[src/rtl/rgb2grey_pkg.sv]
// Shared types and constants for the RGB-to-greyscale pipeline.
package rgb2grey_pkg;

    localparam int MAX_DW    = 12;
    localparam int MAX_PIX_W = 3 * MAX_DW;

    typedef enum logic [1:0] {
        MODE_PASS = 2'd0,
        MODE_601  = 2'd1,
        MODE_709  = 2'd2,
        MODE_AVG  = 2'd3
    } mode_t;

    typedef struct packed {
        logic [7:0] r;
        logic [7:0] g;
        logic [7:0] b;
    } coef_t;

    // Indexed by mode_t. Every grey set sums to 256 so Y stays in range;
    // the passthrough entry is never used for data.
    localparam coef_t [3:0] COEF_TABLE = {
        coef_t'{r: 8'd85, g: 8'd85,  b: 8'd86},   // MODE_AVG
        coef_t'{r: 8'd54, g: 8'd183, b: 8'd19},   // MODE_709
        coef_t'{r: 8'd77, g: 8'd150, b: 8'd29},   // MODE_601
        coef_t'{r: 8'd0,  g: 8'd0,   b: 8'd0}     // MODE_PASS
    };

    // Component idx of a {R,G,B} pixel of width dw: 0 = B, 1 = G, 2 = R.
    function automatic logic [MAX_DW-1:0] pix_comp(input logic [MAX_PIX_W-1:0] pix,
                                                   input int dw, input int idx);
        logic [MAX_PIX_W-1:0] sh;
        sh = pix >> (idx * dw);
        return sh[MAX_DW-1:0] & ((MAX_DW'(1) << dw) - MAX_DW'(1));
    endfunction

    function automatic logic [MAX_DW-1:0] pix_r(input logic [MAX_PIX_W-1:0] pix, input int dw);
        return pix_comp(pix, dw, 2);
    endfunction

    function automatic logic [MAX_DW-1:0] pix_g(input logic [MAX_PIX_W-1:0] pix, input int dw);
        return pix_comp(pix, dw, 1);
    endfunction

    function automatic logic [MAX_DW-1:0] pix_b(input logic [MAX_PIX_W-1:0] pix, input int dw);
        return pix_comp(pix, dw, 0);
    endfunction

endpackage

[src/rtl/rgb2grey_luma_mac.sv]
// Weighted-sum datapath: registered products, then a rounded and clamped
// luma value computed from them. Handshake-free; the owner drives en_i.
module luma_mac
    import rgb2grey_pkg::*;
#(
    parameter int DW = 8
) (
    input  logic          clk_i,
    input  logic          rst_n_i,
    input  logic          en_i,
    input  logic [DW-1:0] r_i,
    input  logic [DW-1:0] g_i,
    input  logic [DW-1:0] b_i,
    input  coef_t         coef_i,
    output logic [DW-1:0] y_o
);

    logic [DW+7:0] prod_r_q, prod_g_q, prod_b_q;
    logic [DW+7:0] prod_r_d, prod_g_d, prod_b_d;
    logic [DW+9:0] sum, rnd;
    logic [DW+1:0] y_wide;

    // Multiply each component by its coefficient.
    always_comb begin
        prod_r_d = (DW+8)'(r_i) * (DW+8)'(coef_i.r);
        prod_g_d = (DW+8)'(g_i) * (DW+8)'(coef_i.g);
        prod_b_d = (DW+8)'(b_i) * (DW+8)'(coef_i.b);
    end

    // Product register (first pipeline stage), loaded on accepted beats only.
    always_ff @(posedge clk_i or negedge rst_n_i) begin
        if (!rst_n_i) begin
            prod_r_q <= '0;
            prod_g_q <= '0;
            prod_b_q <= '0;
        end else if (en_i) begin
            prod_r_q <= prod_r_d;
            prod_g_q <= prod_g_d;
            prod_b_q <= prod_b_d;
        end
    end

    // Sum, round to nearest, and clamp in case coefficients ever exceed 256.
    always_comb begin
        sum    = (DW+10)'(prod_r_q) + (DW+10)'(prod_g_q) + (DW+10)'(prod_b_q);
        rnd    = sum + (DW+10)'(128);
        y_wide = (DW+2)'(rnd >> 8);
        y_o    = (y_wide[DW+1:DW] != 2'b00) ? {DW{1'b1}} : y_wide[DW-1:0];
    end

endmodule

[src/rtl/rgb2grey_pipe.sv]
// Two-stage RGB to greyscale converter with valid/ready backpressure,
// frame-aligned mode switching and sideband pass-through.
module rgb2grey_pipe
    import rgb2grey_pkg::*;
#(
    parameter int DW     = 8,
    parameter int USER_W = 2
) (
    input  logic              clk_i,
    input  logic              rst_n_i,
    input  logic [1:0]        mode_i,
    input  logic [3*DW-1:0]   s_data_i,
    input  logic [USER_W-1:0] s_user_i,
    input  logic              s_valid_i,
    output logic              s_ready_o,
    output logic [3*DW-1:0]   m_data_o,
    output logic [USER_W-1:0] m_user_o,
    output logic              m_valid_o,
    input  logic              m_ready_i,
    output logic [1:0]        mode_o
);

    localparam int PW = 3 * DW;

    logic [2:1]        vld_q, vld_d;
    mode_t             mode_q, mode_d;
    mode_t             beat_mode;
    mode_t             mode1_q;
    logic [PW-1:0]     pix1_q;
    logic [USER_W-1:0] user1_q, user2_q;
    logic [PW-1:0]     data2_q, data2_d;
    logic              s1_adv, s2_adv, acc, sof;
    logic [DW-1:0]     in_r, in_g, in_b, y;

    assign s2_adv    = !vld_q[2] || m_ready_i;
    assign s1_adv    = !vld_q[1] || s2_adv;
    assign s_ready_o = s1_adv;
    assign acc       = s_valid_i && s1_adv;
    assign sof       = s_user_i[0];

    assign in_r = DW'(pix_r(MAX_PIX_W'(s_data_i), DW));
    assign in_g = DW'(pix_g(MAX_PIX_W'(s_data_i), DW));
    assign in_b = DW'(pix_b(MAX_PIX_W'(s_data_i), DW));

    // A sof beat picks up the requested mode itself; others use the held mode.
    always_comb begin
        beat_mode = mode_q;
        mode_d    = mode_q;
        if (sof) beat_mode = mode_t'(mode_i);
        if (acc && sof) mode_d = mode_t'(mode_i);
    end

    // Stage valid flags follow the per-stage advance conditions.
    always_comb begin
        vld_d = vld_q;
        if (s1_adv) vld_d[1] = s_valid_i;
        if (s2_adv) vld_d[2] = vld_q[1];
    end

    luma_mac #(.DW(DW)) u_mac (
        .clk_i   (clk_i),
        .rst_n_i (rst_n_i),
        .en_i    (acc),
        .r_i     (in_r),
        .g_i     (in_g),
        .b_i     (in_b),
        .coef_i  (COEF_TABLE[beat_mode]),
        .y_o     (y)
    );

    // Passthrough forwards the raw pixel; grey modes replicate Y.
    always_comb begin
        data2_d = {3{y}};
        if (mode1_q == MODE_PASS) data2_d = pix1_q;
    end

    // Valid flags and the active mode register.
    always_ff @(posedge clk_i or negedge rst_n_i) begin
        if (!rst_n_i) begin
            vld_q  <= '0;
            mode_q <= MODE_601;
        end else begin
            vld_q  <= vld_d;
            mode_q <= mode_d;
        end
    end

    // Stage 1 side registers: raw pixel, sideband and the beat's own mode.
    always_ff @(posedge clk_i or negedge rst_n_i) begin
        if (!rst_n_i) begin
            pix1_q  <= '0;
            user1_q <= '0;
            mode1_q <= MODE_601;
        end else if (acc) begin
            pix1_q  <= s_data_i;
            user1_q <= s_user_i;
            mode1_q <= beat_mode;
        end
    end

    // Stage 2 output register; holds while stalled downstream.
    always_ff @(posedge clk_i or negedge rst_n_i) begin
        if (!rst_n_i) begin
            data2_q <= '0;
            user2_q <= '0;
        end else if (s2_adv && vld_q[1]) begin
            data2_q <= data2_d;
            user2_q <= user1_q;
        end
    end

    assign m_data_o  = data2_q;
    assign m_user_o  = user2_q;
    assign m_valid_o = vld_q[2];
    assign mode_o    = mode_q;

endmodule

[config.mk]
export PLATFORM = sky130hd
export DESIGN_NAME = rgb2grey_pipe
export DESIGN_NICKNAME = d
export VERILOG_FILES = /design/src/rtl/rgb2grey_pkg.sv /design/src/rtl/rgb2grey_luma_mac.sv /design/src/rtl/rgb2grey_pipe.sv
export SDC_FILE = /design/constraint.sdc
export NUM_CORES = 1
export LEC_CHECK = 0
export ABC_AREA = 1
export BUFFER_PORTS_ARGS = -buffer_cell sky130_fd_sc_hd__buf_2
export CAP_MARGIN = 20
export CORE_MARGIN = 4
export CORE_UTILIZATION = 40
export DETAILED_ROUTE_END_ITERATION = 16
export GPL_TIMING_DRIVEN = 0
export PLACE_DENSITY_LB_ADDON = 0.2
export SYNTH_ARGS = -nofsm -noshare
export SYNTH_HDL_FRONTEND = slang
export SYNTH_SLANG_ARGS = --single-unit
[constraint.sdc]
create_clock -name clk_i -period 6 [get_ports clk_i]
set_input_delay 0.9 -clock clk_i [delete_from_list [all_inputs] [get_ports clk_i]]
set_output_delay 0.9 -clock clk_i [all_outputs]
set_load 0.005 [all_outputs]
======== After elaboration in Yosys (flattened, before gate mapping) ========
Index checks and enable logic that the tools add are counted.
cells by class
  $lt $le $gt $ge ......................... 1
  multiplexer cells ....................... 5
  add/subtract/negate cells ............... 3
  multiply operators ...................... 3
  reduce and logical (&&, ||, !) cells .... 9
operators with widths
  cell                     number
  $bmux W24 S2             1
  $mul A8 B8 Y16           3
  $mux W24                 2
  $add A18 B16 Y18         1
  $add A18 B8 Y18 const B  1
  $add A16 B16 Y17         1
  $mux W8                  1
  $logic_and A1 B1 Y1      3
  $lt A2 B3 Y1 const B     1
  $logic_not A1 Y1         2
  $logic_not A2 Y1         1
  $logic_or A1 B1 Y1       2
  $mux W2                  1
  $reduce_bool A2 Y1       1
word-level totals
  input port bits ......................... 32
  register bits after elaboration ......... 106
  word-level logic and storage cells ...... 32
  output and inout port bits .............. 30

======== Depth between registers and ports, before layout ========
Gate-level depths: netlist of run 1.
  word-level depth ........................ 6
  mapped depth ............................ 25
  depth with buffers taken out ............ 23

======== Cells and area by module ========
Synthesis of run 1 repeated with hierarchy kept, for this count alone.
unflattened totals
  cell total of the unflattened synthesis .. 1715
  area total of the unflattened synthesis .. 12404.4 um^2
by module, submodules not included
  module         area each (um^2)  times used  seq. area each (um^2)  cells an instance
  luma_mac       9824.4            1           1201.2                 1397
  rgb2grey_pipe  2580.0            1           1453.9                 318

======== Worst setup path after synthesis of run 1 ========
OpenSTA, ideal clock, no wires.
  kind .................................... input to register
  from .................................... in s_user_i[0]
  to ...................................... reg u_mac.prod_g_q[14]
  setup slack ............................. 251 ps
  stages .................................. 20
  arrival time ............................ 5667 ps
  setup time .............................. 83 ps
  required time ........................... 5917 ps
  path buffers ............................ 3
  cells stage by stage .................... o21ai_1 clkbuf_1 ha_1 clkbuf_1 clkbuf_1 nand2_1 fa_1 fa_1 inv_1 fa_1 inv_1 fa_1 inv_1 ha_1 a21oi_1 o21ai_0 a21oi_1 o21ai_0 xnor2_1 o21ai_0
between the ends
  word-level cells in the longest chain between the ends .. 4
ends and longest elaborated chain
  element                         RTL line                 source
  start, declared                 rgb2grey_pipe.sv:13      input logic [USER_W-1:0] s_user_i,
  $mux W2                         rgb2grey_pipe.sv:49      if (sof) beat_mode = mode_t'(mode_i);
  $bmux W24 S2                    rgb2grey_pipe.sv:67      .coef_i (COEF_TABLE[beat_mode]),
  $mux W24 (not written as such)  rgb2grey_pipe.sv:67
  $mul A8 B8 Y16                  rgb2grey_luma_mac.sv:26  prod_g_d = (DW+8)'(g_i) * (DW+8)'(coef_i.g);
  end signal, assigned            rgb2grey_luma_mac.sv:38  prod_g_q <= prod_g_d;
  end, declared                   rgb2grey_luma_mac.sv:18  logic [DW+7:0] prod_r_q, prod_g_q, prod_b_q;
Every way passes these cells. The select of a mux whose other input is x is not followed.
A chain may end at the register's enable or synchronous reset.

======== Worst setup path in the final report of run 1 ========
  from .................................... in s_user_i[0]
  to ...................................... reg u_mac.prod_r_q[11]
between the ends
  word-level cells in the longest chain between the ends .. 4
ends and longest elaborated chain
  element                         RTL line                 source
  $mux W2                         rgb2grey_pipe.sv:49
  $bmux W24 S2                    rgb2grey_pipe.sv:67
  $mux W24 (not written as such)  rgb2grey_pipe.sv:67
  $mul A8 B8 Y16                  rgb2grey_luma_mac.sv:25  prod_r_d = (DW+8)'(r_i) * (DW+8)'(coef_i.r);
  end signal, assigned            rgb2grey_luma_mac.sv:37  prod_r_q <= prod_r_d;
  end, declared                   rgb2grey_luma_mac.sv:18
Every way passes these cells. The select of a mux whose other input is x is not followed.

==> results of run 1 <==
## report_power, final
part           internal, W  leakage [nW]  switching [W]  total [W]
sequential        0.000979          1.28       0.000184    0.00116
combinational      0.00205          5.60        0.00345    0.00550
clock             0.000302         0.153       0.000326   0.000628
total              0.00333          7.03        0.00396    0.00729
## registers in the layout, summed over array words and instances, names as in the netlist
register        flops
vld_q               2
user1_q             2
m_data_o           24
u_mac.prod_g_q     16
mode1_q             2
pix1_q             24
m_user_o            2
mode_o              2
u_mac.prod_r_q     16
u_mac.prod_b_q     16
## repair_timing
action / 4_1_cts / 5_1_grt
pin swaps: 1 / 0
resized for setup: 14 / 10
endpoints found under the setup margin: 29 / 10
hold buffers: 0 / 0
setup buffers: 1 / 0
## cells in the mapped netlist, drive strengths merged, types with 2 or more instances
cell,count,area (sq um)
o31ai,3,22.5
a221oi,2,17.5
buf,7,33.8
a21o,7,52.6
nor2,134,510
nand4,8,50.1
nor3,6,35.0
o21bai,6,45.0
and2,2,12.5
dfstp,2,52.6
xor2,19,166
o21ai,95,483
dfrtp,104,2600
a21oi,109,546
ha,167,2090
nand3,37,185
fa,82,1640
a31oi,8,50.1
nand2,313,1180
xnor2,18,158
o21a,4,30.0
inv,287,1080
or2,5,31.3
clkbuf,28,105
## metal layers
metal,GRT usage [%],up-vias
li1,-,4724
met1,30.6,4503
met2,32.4,206
met3,2.20,20
met4,3.90,0
met5,0,-
## how the worst max path moves through the flow
stage | startpoint | end | slack (ns) | cells past startpoint
finish | s_user_i[0] | u_mac.prod_r_q[11]$_DFFE_PN0P_ | 0.27 | 18
global route | s_user_i[0] | u_mac.prod_r_q[14]$_DFFE_PN0P_ | 0.04 | 20
CTS | s_user_i[0] | u_mac.prod_r_q[14]$_DFFE_PN0P_ | 0.07 | 21
detailed placement | s_user_i[0] | u_mac.prod_g_q[14]$_DFFE_PN0P_ | -1.46 | 21
global placement | s_user_i[0] | u_mac.prod_g_q[14]$_DFFE_PN0P_ | -1.48 | 21
floorplan | s_user_i[0] | u_mac.prod_g_q[14]$_DFFE_PN0P_ | 0.25 | 20
## final cells by class
| type | count | area (sq um) |
|---|---|---|
| sequential | 106 | 2660 |
| tap | 378 | 473 |
| fill | 2875 | 15300 |
| buffer | 31 | 143 |
| multi-input combinational | 1031 | 7380 |
| inverter | 287 | 1080 |
| clock inverter | 7 | 88.8 |
| clock buffer | 9 | 225 |
| timing repair buffer | 63 | 347 |
## metrics by stage
step,total power [W],std cells
floorplan,0.00519,1459
global placement,0.00659,1898
detailed placement,0.00665,1899
CTS,0.00734,1915
global route,0.00822,1912
finish,0.00729,1912
## worst max-delay path: cells and delay by family
kind            cells  cell delay (ns)
fa+ha+maj           6             2.76
buf+inv             4             0.79
xor+xnor            1             0.24
compound gates      6             1.14
simple gates        1             0.12
## cells by family after synthesis
kind of cell | share of synthesized area, %
adder cells (fa/ha/maj) | 33.3
flip-flops | 23.7
XOR/XNOR | 2.89
AND/OR/NAND/NOR | 18.0
AO/OA/AOI/OAI | 11.4
buffers and inverters | 10.8
==> results.yml, run 1 <==
sta:
  skew_ns: 0.0155
  finalCritPeriodShare_pct: 95.5
  drv_slew: 0
  timing.slew.headroom_pct: 49.5
  finalSetupTns_ns: 0
  setup_ws_ns: 0.269
  finalCriticalPeriod_ns: 5.73
  setup_violations: 0
  rsz0062_at_grt: "no"
  fmax_mhz: 174
  hold_viol_final: 0
  holdWs_ns: 0.339
  tightest_slew_ns: 0.757
global_route:
  grt_pass1_wl_um: 49400
  grt_max_degree: 98
  gr-total-overflow: 0
  antenna_found_initial: 0
  first_global_vias: 9115
  grt_util_all_layers_pct: 20.4
placed_design:
  place_hpwl_um: 26200
  place_ws_ns: -1.46
  numPortBuffers: 61
  dpl_cell_area_sq_um: 12000
  gp_congestion: 0.915
yosys:
  netlist_instances: 1459
  syn_nets: 1740
  synth_cell_types: 37
  ys_seq_area_share_pct: 23.7
  syn_area_per_cell_sq_um: 7.69
  async_flop_share_pct: 100
  syn_area_sq_um: 11200
  ys.flop_type: "dfrtp_1"
  ys_seq_elements: 106
  ys_warn_count: 0
  synth_edf_count: 0
cells_and_area:
  layout_common_cells: "nand2_1, inv_1, ha_1"
  finalInstanceArea_sq_um: 12400
  layout_commonest_cell: "nand2_1"
  layout.nets: 1810
  diodes: 0
  areaGrowthSynthToFinish_pct: 10.4
  fin_util_pct: 44.7
  drive_gt1_share_pct: 7.30
clock_tree:
  clock_latency_ns: 0.37
  cts_sinks: 106
  cts_made_buffers: 9
  clockBufferDepth: 2
  path_clk_slew_ns: 0.09
  cts_root_buffer: "clkbuf_16"
  cts.htree.levels: 3
  cts_tree: "yes"
floorplanning:
  num_rows: 61
  ios: 62
  die_area_sq_um: 30800
  start_util_pct: 40.5
  die_x_um: 175
  die_h_um: 175
  core_area_sq_um: 27700
critical_path:
  crit_chain: "buf_2, o21ai_4, buf_4, ha_2, buf_2, nand2_1, fa_1, fa_1, fa_1, fa_1, inv_1, ha_1, a21oi_1, o21ai_0, a21oi_1, o21ai_0, xnor2_1, o21ai_0"
  cp_slowest_cell: "fa_1"
  r2r_setup_slack_ns: 0.55
  critical_path_peak_fanout: 11
  crit_arrival_ns: 5.96
  critPathKind: "primary input to flop"
  cpPeakStageDelay_ns: 0.57
  reg2reg_from: "mode_o[1]$_DFFE_PN0P_"
  reg2regPathDepth: 17
  r2r-end: "u_mac.prod_r_q[11]$_DFFE_PN0P_"
  cpMostUsedCell: "fa_1"
  crit_required_ns: 6.23
  cp-start-kind: "primary input"
  endpoint_kind: "flop"
drt:
  drt_wl_total_um: 31000
  drt-met1-wl_um: 15300
  drtPass1Iterations: 5
  ant_nets: 0
  via_per_inst: 4.94
  dr.max_layer_used: "met4"
  wire_per_inst_um: 16.2
  wl_met3_um: 1430
  drt_iter0_drc: 527
  met2WireLength_um: 13900
  vias: 9453
  drc: 0
power_and_ir_drop:
  ir_worst_vdd_mv: 0.364
  p_leak_nw: 7.03
  p_per_area_nw_per_um2: 588
worst_hold_path:
  min_path_type: "primary input to asynchronous set/reset pin"
job:
  max_cap_violations: 0
run_status:
  status: "finished, final reports clean"
Note: power is estimated with default switching activity, not from simulation.
==> inputs of run 2 (changes only) <==
==> constraint.sdc (replaced) <==
create_clock -name clk_i -period 7.24 [get_ports clk_i]
set_input_delay 1.086 -clock clk_i [delete_from_list [all_inputs] [get_ports clk_i]]
set_output_delay 1.086 -clock clk_i [all_outputs]
set_load 0.005 [all_outputs]
==> run 2 against run 1 <==
Net effect:
- global-route usage about the same
- cell area decreased by 0.28%
- first-iteration DRC count decreased by 6.6%
- sequential cell count unchanged
- die area unchanged
- critical path type unchanged
- largest cell class unchanged
==> results.yml, run 2 (synthesized netlist as in run 1, its figures left out) <==
run_status:
  status: "finished, final reports clean"
sta:
  setup_ws_ns: 0.365
  finalCritPeriodShare_pct: 95.0
  rsz0062_at_grt: "no"
  holdWs_ns: 0.489
  setup_violations: 0
  tightest_slew_ns: 0.791
  timing.slew.headroom_pct: 46.9
  fmax_mhz: 145
  finalSetupTns_ns: 0
  hold_viol_final: 0
  skew_ns: 0.0158
  finalCriticalPeriod_ns: 6.88
  drv_slew: 0
drt:
  drt_wl_total_um: 31100
  vias: 9493
  drt_iter0_drc: 492
  ant_nets: 0
  wire_per_inst_um: 16.2
  drc: 0
  drtPass1Iterations: 5
  via_per_inst: 4.96
global_route:
  grt_util_all_layers_pct: 20.4
  grt_util_met3_pct: 2.22
  grt_max_degree: 98
  first_global_vias: 9106
  grt_pass1_wl_um: 49400
  grt.met1_usage_pct: 30.5
  busiest_layer: "met2"
  met2_usage_pct: 32.3
  gr-total-overflow: 0
  antenna_found_initial: 0
power_and_ir_drop:
  ir_worst_vdd_mv: 0.301
  p_leak_nw: 7.01
  p_per_area_nw_per_um2: 489
  power_w: 0.00603
critical_path:
  critPathBufInv: 5
  crit_arrival_ns: 7.10
  r2r-end: "u_mac.prod_r_q[11]$_DFFE_PN0P_"
  critPathKind: "primary input to flop"
  crit_chain: "buf_2, o21ai_1, clkbuf_2, ha_1, clkbuf_1, clkbuf_1, nand2_1, fa_1, fa_1, fa_1, fa_1, inv_1, ha_1, a21oi_1, o21ai_0, a21oi_1, o21ai_0, xnor2_1, o21ai_0"
  crit_required_ns: 7.47
  cp-start-kind: "primary input"
  endpoint_kind: "flop"
  reg2regPathDepth: 18
  cp_top_family: "adder cells"
  r2r_setup_slack_ns: 0.83
  critical_path_peak_fanout: 11
  reg2reg_from: "mode_o[1]$_DFFE_PN0P_"
  cpPeakStageDelay_ns: 0.63
  cp_slowest_cell: "o21ai_1"
  cpMostUsedCell: "fa_1"
worst_hold_path:
  min_from: "pix1_q[8]$_DFFE_PN0P_"
  min_path_type: "flop to flop"
  hold_end: "pix1_q[8]$_DFFE_PN0P_"
  whs_path_depth: 2
cells_and_area:
  layout_common_cells: "nand2_1, inv_1, ha_1"
  layout_commonest_cell: "nand2_1"
  diodes: 0
  layout.nets: 1813
  fin_util_pct: 44.6
  drive_gt1_share_pct: 6.64
  areaGrowthSynthToFinish_pct: 10.1
clock_tree:
  cts_made_buffers: 9
  cts.htree.levels: 3
  cts_root_buffer: "clkbuf_16"
  clock_latency_ns: 0.37
  cts_sinks: 106
  path_clk_slew_ns: 0.08
  cts_tree: "yes"
  cts_setup_buffers: 0
  clockBufferDepth: 2
floorplanning:
  die_area_sq_um: 30800
  die_x_um: 175
  num_rows: 61
  die_h_um: 175
  start_util_pct: 40.5
  core_area_sq_um: 27700
  ios: 62
placed_design:
  gp_congestion: 0.915
  place_ws_ns: -0.405
  place_hpwl_um: 26200
  numPortBuffers: 61
job:
  max_cap_violations: 0
-- run 2: cell count changes in the layout (fill, tap and decap cells not counted), moves of 2 or more --
cell      previous run  this run
ha_1               164       167
buf_2               68        66
ha_2                 3         0
buf_4                2         0
clkbuf_1            17        26
o21ai_4              2         0
clkbuf_4             3         0
-- run 2: per-stage QoR --
stage	instances	instance area (sq um)
after global placement	1898	12000
after detailed placement	1899	12000
after floorplan	1459	11200
after CTS	1915	12300
final	1915	12400
after global routing	1915	12400
-- run 2: cell type report --
type	count	area (sq um)
inverters	287	1080
clock inverters	7	88.8
well taps	378	473
fillers	2874	15400
flip-flops and latches	106	2660
multi-input cells	1031	7350
plain buffers	35	141
repair buffers	62	339
clock buffers	9	225
-- run 2: worst max path at each step --
stage                            from                              to  slack [ns]  cells after the start
after floorplan           s_user_i[0]  u_mac.prod_g_q[14]$_DFFE_PN0P_        1.30                     20
after global placement    s_user_i[0]  u_mac.prod_g_q[14]$_DFFE_PN0P_       -0.42                     21
after detailed placement  s_user_i[0]  u_mac.prod_g_q[14]$_DFFE_PN0P_       -0.40                     21
after CTS                 s_user_i[0]  u_mac.prod_r_q[14]$_DFFE_PN0P_        0.14                     21
final                     s_user_i[0]  u_mac.prod_r_q[11]$_DFFE_PN0P_        0.36                     19
after global routing      s_user_i[0]  u_mac.prod_r_q[11]$_DFFE_PN0P_        0.08                     19
-- run 2: worst min-delay path: cells and delay by family, from the launching register on --
family / cells / cell delay (ns)
DFF: 1 / 0.35
and+or+nand+nor: 2 / 0.10
-- run 2: what timing repair did --
action,CTS,global route
endpoints found under the setup margin,1,5
resized for setup,1,4
hold buffers,0,0
-- run 2: where the power goes --
| group | switching, W | internal, W | total, W |
|---|---|---|---|
| Clock | 0.000268 | 0.000250 | 0.000518 |
| Combinational | 0.00286 | 0.00169 | 0.00455 |
| Sequential | 0.000151 | 0.000811 | 0.000963 |
| Total | 0.00328 | 0.00276 | 0.00603 |
-- run 2: metal layers --
layer / routed length (um) / vias up
li1: - / 4735
met1: 15300 / 4522
met2: 14000 / 214
met3: 1300 / 22
met4: 442 / 0
met5: 0 / -
==> inputs of run 3 (changes only) <==
--- a/config.mk
+++ b/config.mk
@@ -11,7 +11,6 @@
 export CORE_MARGIN = 4
 export CORE_UTILIZATION = 40
 export DETAILED_ROUTE_END_ITERATION = 16
-export GPL_TIMING_DRIVEN = 0
 export PLACE_DENSITY_LB_ADDON = 0.2
 export SYNTH_ARGS = -nofsm -noshare
 export SYNTH_HDL_FRONTEND = slang
==> run 3 against run 2 <==
Net effect:
- register-to-register slack improved by 1.1 ns
- fmax grew 19%
- routed wire length down 6.1%
- largest power group unchanged
- critical path depth did not move
- combinational power shrank 1%
- global-route usage fell by 0.86 points
==> results.yml, run 3 (synthesized netlist as in run 1, its figures left out) <==
critical_path:
  cp-start-kind: "primary input"
  cp.depth: 19
  crit_arrival_ns: 6.01
  reg2regPathDepth: 18
  crit_required_ns: 7.45
  cp_slowest_cell: "ha_1"
  endpoint_kind: "flop"
  critical_path_peak_fanout: 21
  critPathBufInv: 5
  crit_chain: "buf_2, o21ai_2, buf_4, ha_1, nand2_1, fa_1, fa_1, inv_1, fa_1, inv_1, fa_1, inv_1, ha_1, a21oi_1, o21ai_0, a21oi_1, o21ai_0, xnor2_1, o21ai_0"
  cp_top_family: "adder cells"
  cpMostUsedCell: "fa_1"
  critPathKind: "primary input to flop"
  cpPeakStageDelay_ns: 0.57
cells_and_area:
  fill_cells: 2870
  areaGrowthSynthToFinish_pct: 9.11
  drive_gt1_share_pct: 6.76
  multiInputGateArea_sq_um: 7360
  layout_commonest_cell: "nand2_1"
  finalInstanceArea_sq_um: 12200
  layout.nets: 1785
  ff_latch_area_sq_um: 2660
  diodes: 0
  fin_cells: 1887
  layout_common_cells: "nand2_1, inv_1, ha_1"
  fin_util_pct: 44.2
drt:
  drtPass1Iterations: 5
  vias: 9243
  drt_iter0_drc: 560
  drc: 0
  via_per_inst: 4.90
  wire_per_inst_um: 15.5
  drt_wl_total_um: 29200
  ant_nets: 0
sta:
  finalCritPeriodShare_pct: 80.0
  hold_viol_final: 0
  timing.slew.headroom_pct: 31.7
  setup_violations: 0
  rsz0062_at_grt: "no"
  tightest_slew_ns: 1.02
  fmax_mhz: 173
  drv_slew: 0
  finalCriticalPeriod_ns: 5.79
  skew_ns: 0.0192
  holdWs_ns: 0.487
  finalSetupTns_ns: 0
global_route:
  grt_pass1_wl_um: 48300
  grt_max_degree: 115
  grt.met1_usage_pct: 28.8
  grt_util_met3_pct: 3.19
  gr-total-overflow: 0
  grt_util_all_layers_pct: 19.5
  antenna_found_initial: 1
  busiest_layer: "met2"
  first_global_vias: 9044
  met2_usage_pct: 30.3
floorplanning:
  ios: 62
  die_x_um: 175
  start_util_pct: 40.5
  die_h_um: 175
  die_area_sq_um: 30800
  core_area_sq_um: 27700
  num_rows: 61
clock_tree:
  cts_setup_buffers: 0
  cts_made_buffers: 9
  cts.repair.resized: 0
  cts_root_buffer: "clkbuf_16"
  clockBufferDepth: 2
  clock_latency_ns: 0.37
  cts_tree: "yes"
  cts.htree.levels: 3
  cts_hold_buf: 0
  path_clk_slew_ns: 0.08
  cts_sinks: 106
power_and_ir_drop:
  p_per_area_nw_per_um2: 489
  p_leak_nw: 6.97
  ir_worst_vdd_mv: 0.289
placed_design:
  numPortBuffers: 61
  dp_cells: 1871
  gp_congestion: 0.907
  place_hpwl_um: 24300
  dpl_cell_area_sq_um: 11900
job:
  max_cap_violations: 0
run_status:
  status: "finished, final reports clean"
worst_hold_path:
  whs_path_depth: 2
  min_path_type: "flop to flop"
run 3: cell types whose count changed in the layout (fill, tap and decap cells not counted), moves of 2 or more:
| cell | delta |
|---|---|
| buf_4 | +9 |
| clkbuf_1 | -26 |
| clkbuf_2 | -2 |
| buf_2 | -6 |
run 3: path summary, 6_finish.rpt:
kind                                    startpoint                              to  slack, ns
max in group asynchronous                  rst_n_i          pix1_q[18]$_DFFE_PN0P_       5.26
min                        m_user_o[1]$_DFFE_PN0P_         m_user_o[1]$_DFFE_PN0P_       0.49
min reg2reg                m_user_o[1]$_DFFE_PN0P_         m_user_o[1]$_DFFE_PN0P_       0.49
min in group asynchronous                  rst_n_i           pix1_q[9]$_DFFE_PN0P_       0.69
max reg2reg                  mode_o[1]$_DFFE_PN0P_  u_mac.prod_g_q[14]$_DFFE_PN0P_       1.90
max                                    s_user_i[0]  u_mac.prod_g_q[14]$_DFFE_PN0P_       1.45
run 3: per-stage QoR:
step / worst slack [ns] / power, W
after floorplan: 1.30 / 0.00430
after global placement: 1.14 / 0.00548
after detailed placement: 1.03 / 0.00549
after CTS: 1.42 / 0.00605
after global routing: 1.01 / 0.00680
final: 1.45 / 0.00598
run 3: per-layer routing:
| layer | vias up | share of wire (%) | wire (um) |
|---|---|---|---|
| li1 | 4681 | - | - |
| met1 | 4319 | 49 | 14300 |
| met2 | 212 | 44 | 12900 |
| met3 | 29 | 4.8 | 1390 |
| met4 | 2 | 2.0 | 573 |
| met5 | - | 0.045 | 13 |
run 3: final cells by class:
class / count / area share (%)
Sequential cell: 106 / 21.7
Clock inverter: 7 / 0.685
Timing Repair Buffer: 69 / 3.00
Tap cell: 378 / 3.86
Clock buffer: 9 / 1.84
Inverter: 287 / 8.80
Multi-Input combinational cell: 1031 / 60.1
run 3: worst register-to-register path, cell delays in order, from the launching register on:
cell and delay, ns:
dfrtp_1 0.41, o21ai_2 0.21, buf_4 0.31, ha_1 0.57, nand2_1 0.20, fa_1 0.53
fa_1 0.54, inv_1 0.05, fa_1 0.53, inv_1 0.05, fa_1 0.52, inv_1 0.04
ha_1 0.34, a21oi_1 0.19, o21ai_0 0.10, a21oi_1 0.21, o21ai_0 0.13, xnor2_1 0.16
o21ai_0 0.09
run 3: report_power, final:
| group | total (W) | internal (W) | leakage [nW] | switching (W) |
|---|---|---|---|---|
| clock | 0.000520 | 0.000250 | 0.152 | 0.000270 |
| sequential | 0.000970 | 0.000811 | 1.28 | 0.000158 |
| combinational | 0.00449 | 0.00168 | 5.55 | 0.00281 |
